**src/rtl/apb_pkg.sv**
```systemverilog
// Shared APB definitions: default bus widths and the transfer-phase state type
// used by both the initiator and the slave side of the codebase.
package apb_pkg;

  localparam int APB_ADDR_W = 5;
  localparam int APB_DATA_W = 32;

  typedef enum logic [1:0] {
    IDLE   = 2'd0,
    SETUP  = 2'd1,
    ACCESS = 2'd2
  } apb_state_e;

endpackage

```
**src/rtl/apb_master.sv**
```systemverilog
// APB initiator: turns one command into one APB transfer (SETUP then ACCESS)
// and returns a single registered response pulse, with optional wait-state abort.
module apb_master
  import apb_pkg::*;
#(
  parameter int ADDR_W  = APB_ADDR_W,
  parameter int DATA_W  = APB_DATA_W,
  parameter int TIMEOUT = 16
) (
  input  logic              clk,
  input  logic              resetn,
  input  logic              cmd_valid,
  output logic              cmd_ready,
  input  logic              cmd_write,
  input  logic [ADDR_W-1:0] cmd_addr,
  input  logic [DATA_W-1:0] cmd_wdata,
  output logic              rsp_valid,
  output logic [DATA_W-1:0] rsp_rdata,
  output logic              rsp_slverr,
  output logic              rsp_timeout,
  output logic              psel,
  output logic              penable,
  output logic              pwrite,
  output logic [ADDR_W-1:0] addr,
  output logic [DATA_W-1:0] pwdata,
  input  logic              pready,
  input  logic              pslverr,
  input  logic [DATA_W-1:0] prdata
);

  localparam int CNT_W = (TIMEOUT > 0) ? $clog2(TIMEOUT + 1) : 1;
  // Abort fires on the TIMEOUT-th ACCESS cycle that sees pready low.
  localparam logic [CNT_W-1:0] CNT_LAST = (TIMEOUT > 0) ? CNT_W'(TIMEOUT - 1) : '1;

  apb_state_e        state, state_d;
  logic [CNT_W-1:0]  wait_cnt, wait_cnt_d;
  logic              wait_last;

  logic              pwrite_d;
  logic [ADDR_W-1:0] addr_d;
  logic [DATA_W-1:0] pwdata_d;
  logic              rsp_valid_d;
  logic [DATA_W-1:0] rsp_rdata_d;
  logic              rsp_slverr_d;
  logic              rsp_timeout_d;

  assign cmd_ready = (state == IDLE);
  assign wait_last = (TIMEOUT > 0) && (wait_cnt == CNT_LAST);

  always_comb begin
    state_d       = state;
    wait_cnt_d    = wait_cnt;
    pwrite_d      = pwrite;
    addr_d        = addr;
    pwdata_d      = pwdata;
    rsp_valid_d   = 1'b0;
    rsp_rdata_d   = rsp_rdata;
    rsp_slverr_d  = rsp_slverr;
    rsp_timeout_d = rsp_timeout;

    case (state)
      IDLE: begin
        if (cmd_valid) begin
          pwrite_d   = cmd_write;
          addr_d     = cmd_addr;
          pwdata_d   = cmd_wdata;
          wait_cnt_d = '0;
          state_d    = SETUP;
        end
      end

      SETUP: begin
        state_d = ACCESS;
      end

      ACCESS: begin
        if (pready) begin
          state_d       = IDLE;
          rsp_valid_d   = 1'b1;
          rsp_slverr_d  = pslverr;
          rsp_rdata_d   = pwrite ? '0 : prdata;
          rsp_timeout_d = 1'b0;
        end else if (wait_last) begin
          state_d       = IDLE;
          rsp_valid_d   = 1'b1;
          rsp_slverr_d  = 1'b1;
          rsp_rdata_d   = '0;
          rsp_timeout_d = 1'b1;
        end else if (wait_cnt != '1) begin
          wait_cnt_d = wait_cnt + CNT_W'(1);
        end
      end

      default: begin
        state_d = IDLE;
      end
    endcase
  end

  // psel/penable are registered from the next state so they align with state.
  always_ff @(posedge clk or negedge resetn) begin
    if (!resetn) begin
      state       <= IDLE;
      wait_cnt    <= '0;
      psel        <= 1'b0;
      penable     <= 1'b0;
      pwrite      <= 1'b0;
      addr        <= '0;
      pwdata      <= '0;
      rsp_valid   <= 1'b0;
      rsp_rdata   <= '0;
      rsp_slverr  <= 1'b0;
      rsp_timeout <= 1'b0;
    end else begin
      state       <= state_d;
      wait_cnt    <= wait_cnt_d;
      psel        <= (state_d != IDLE);
      penable     <= (state_d == ACCESS);
      pwrite      <= pwrite_d;
      addr        <= addr_d;
      pwdata      <= pwdata_d;
      rsp_valid   <= rsp_valid_d;
      rsp_rdata   <= rsp_rdata_d;
      rsp_slverr  <= rsp_slverr_d;
      rsp_timeout <= rsp_timeout_d;
    end
  end

endmodule

```
**config.mk**
```make
export PLATFORM = sky130hd
export DESIGN_NAME = apb_master
export DESIGN_NICKNAME = d
export VERILOG_FILES = /design/src/rtl/apb_pkg.sv /design/src/rtl/apb_master.sv
export SDC_FILE = /design/constraint.sdc
export NUM_CORES = 1
export LEC_CHECK = 0
export CAP_MARGIN = 20
export CORE_UTILIZATION = 23
export CTS_CLUSTER_SIZE = 40
export DETAILED_ROUTE_END_ITERATION = 10
export SLEW_MARGIN = 20
export SYNTH_ARGS = -nofsm -noshare
export SYNTH_HDL_FRONTEND = slang
export SYNTH_SLANG_ARGS = --single-unit
```
**constraint.sdc**
```tcl
create_clock -name clk -period 4.86 [get_ports clk]
set_input_delay 0.972 -clock clk [delete_from_list [all_inputs] [get_ports clk]]
set_output_delay 0.972 -clock clk [all_outputs]
set_load 0.1 [all_outputs]
```
==> qor.yml <==
outcome:
  status: "complete, no violations"
layout:
  antennaDiodeCount: 0
  drive_above_1_share: 0.141
  nets: 499
  area_delta_synth_final_pct: 56.8
  num-fill-cells: 1396
global_route:
  track_usage: 0.122
  grt_pass1_wl_um: 14800
  grt_pass1_vias: 2833
  grt_antenna_before_repair: 0
  gr-total-overflow: 0
  grt_max_degree: 83
route:
  met1Wirelength_um: 4260
  antenna_left: 0
  drtIter0Drc: 82
  routedWlPerCell_um: 14.7
  dr_wl_met2_um: 3830
  topRoutingLayerUsed: "met4"
  vias: 2650
  viasPerCell: 4.34
  drc_errors: 0
  first_pass_iters: 4
  routed_wl_um: 8950
  dr_wl_met3_um: 732
timing:
  fmax_mhz: 328
  period_minus_slack_ns: 3.05
  finalHoldViolCount: 0
  clock-skew-final_ns: 0.00943
  tns_ns: 0
  rsz0062_at_grt: "false"
  timing.final.crit_share: 0.628
  setup_violations: 0
  worstMarginPinSlew_ns: 1.01
  slew_violations: 0
  slew_headroom: 0.326
synthesis:
  yosys.area.top_type: "dfrtp_1"
  synth_flop_cell: "dfrtp_1"
  netlist-cell-type-count: 30
  synthXorXnorAreaFrac: 0
  ys_ff_latch: 82
  syn-instance-count: 279
  synth_top_family_by_area: "multiplexers"
  yosys-top-cells-count: "dfrtp_1, o21ai_0, nand2_1"
  netlist_area_mm2: 0.00345
  yosysWarnings: 0
  synthMuxAreaShare: 0.162
  synth-seq-area-share: 0.594
  synth.top_cell.area_share: 0.594
  synthAdderAreaFrac: 0.0109
  synth_simple_gate_area_frac: 0.0710
  synth_edf_count: 0
  yosys-top-cells-area: "dfrtp_1, mux2_4, o21ai_0"
  synth-async-reset-ratio: 1.00
  synthesis.nets: 357
  synth_compound_area_frac: 0.123
  yosysMostFrequentCell: "dfrtp_1"
  syn_area_per_cell_um2: 12.4
floorplanning:
  die_area_mm2: 0.0155
  die-height_um: 125
  initial_core_util: 0.237
  fp.dieW_um: 125
  io_pins: 151
  rows: 44
  core_mm2: 0.0146
clock_tree:
  clk_pin_slew_worst_paths_ns: 0.06
  ctsResizeCount: 0
  hold_buffers: 0
  cts_root_buf: "clkbuf_16"
  clkLatencyLatePin_ns: 0.34
  cts_tree: "built"
  cts_buffers: 9
  clock_path_buffers: 2
  post_cts_buffers: 0
  htree_levels: 3
  clock-sinks: 82
worst_setup_path:
  worst_ep_arrival_time_ns: 2.08
  critPathLaunchType: "register"
  regToRegSetupSlack_ns: 2.60
  reg2reg_depth: 6
  critical_path_class: "register to output port"
  critPathCapture: "cmd_ready"
  regToRegEndpoint: "rsp_slverr"
  r2r-start: "wait_cnt[0]"
  worstSetupStartpoint: "state[1]"
  end_kind: "output port"
  crit_fanout: 10
  cp.required_ns: 3.89
place:
  gp_congestion: 0.693
  hpwlAfterDp_um: 5900
  portBuffers: 150
min_path:
  min_path_type: "register to register"
job:
  max_cap_viol_count: 0
==> cell families (layout without fill, tap and decap cells) <==
kind of cell | after synthesis | in the layout
buf+inv | 24 | 171
compound gates | 79 | 79
simple gates | 53 | 53
mux | 38 | 38
flops | 82 | 82
fa+ha+maj | 3 | 3
==> worst min-delay path by stage <==
stage	startpoint	end	slack (ns)	depth (start not counted)
after floorplan	wait_cnt[0]	wait_cnt[0]	0.48	1
after global placement	pwdata[23]	pwdata[23]	0.49	1
after detailed placement	pwdata[31]	pwdata[31]	0.49	1
after CTS	pwdata[31]	pwdata[31]	0.51	1
after global routing	addr[3]	addr[3]	0.52	1
final	pwdata[8]	pwdata[8]	0.51	1
==> layout make-up <==
type / count / area (µm²) / area share
clock inverter: 5 / 78.8 / 0.0146
tap: 184 / 230 / 0.0425
sequential: 82 / 2050 / 0.379
clock buffer: 11 / 233 / 0.0430
multi-input combinational: 173 / 1290 / 0.239
timing repair buffer: 151 / 1510 / 0.279
inverter: 4 / 15.0 / 0.00277
==> flip-flops by register name, indices dropped and copies added, names as in the netlist, 2 cells and up <==
register   count
addr           5
pwdata        32
state          2
wait_cnt       5
rsp_rdata     32
==> worst max-delay path: stages (launching register included) <==
cell	delay [ns]
dfrtp_1	0.48
nor2_1	0.13
clkdlybuf4s50_1	1.14
==> per-stage QoR <==
step | util | hold slack (ns) | setup slack, ns | cells | cell area, µm²
CTS | 0.370 | 0.512 | 1.78 | 610 | 5400
finish | 0.371 | 0.508 | 1.81 | 610 | 5410
global route | 0.371 | 0.524 | 1.71 | 610 | 5410
detailed placement | 0.349 | 0.494 | 1.80 | 594 | 5090
floorplan | - | 0.480 | 2.15 | 279 | 3450
global placement | 0.348 | 0.489 | 1.75 | 594 | 5080
==> cells in the final DEF, fill, tap and decap left out, types with 2 or more instances in the layout <==
cell type,instances
a21oi_1,2
bufinv_16,2
clkbuf_1,2
clkbuf_16,9
clkdlybuf4s50_1,149
clkinv_2,2
dfrtp_1,82
ha_1,3
inv_1,4
mux2_2,3
mux2_4,35
nand2_1,36
nand3_1,4
o211ai_1,4
o21ai_0,64
o21ai_1,2
or4_1,2
==> layer usage <==
metal / global-route usage / vias to the layer above
met3: 0.0537 / 11
met4: 0.0446 / 0
met5: 0 / -
li1: - / 1253
met1: 0.157 / 1258
met2: 0.179 / 128
Power is not shown: default switching activity piles up to over one toggle a cycle in this logic, so the estimate is an artifact.
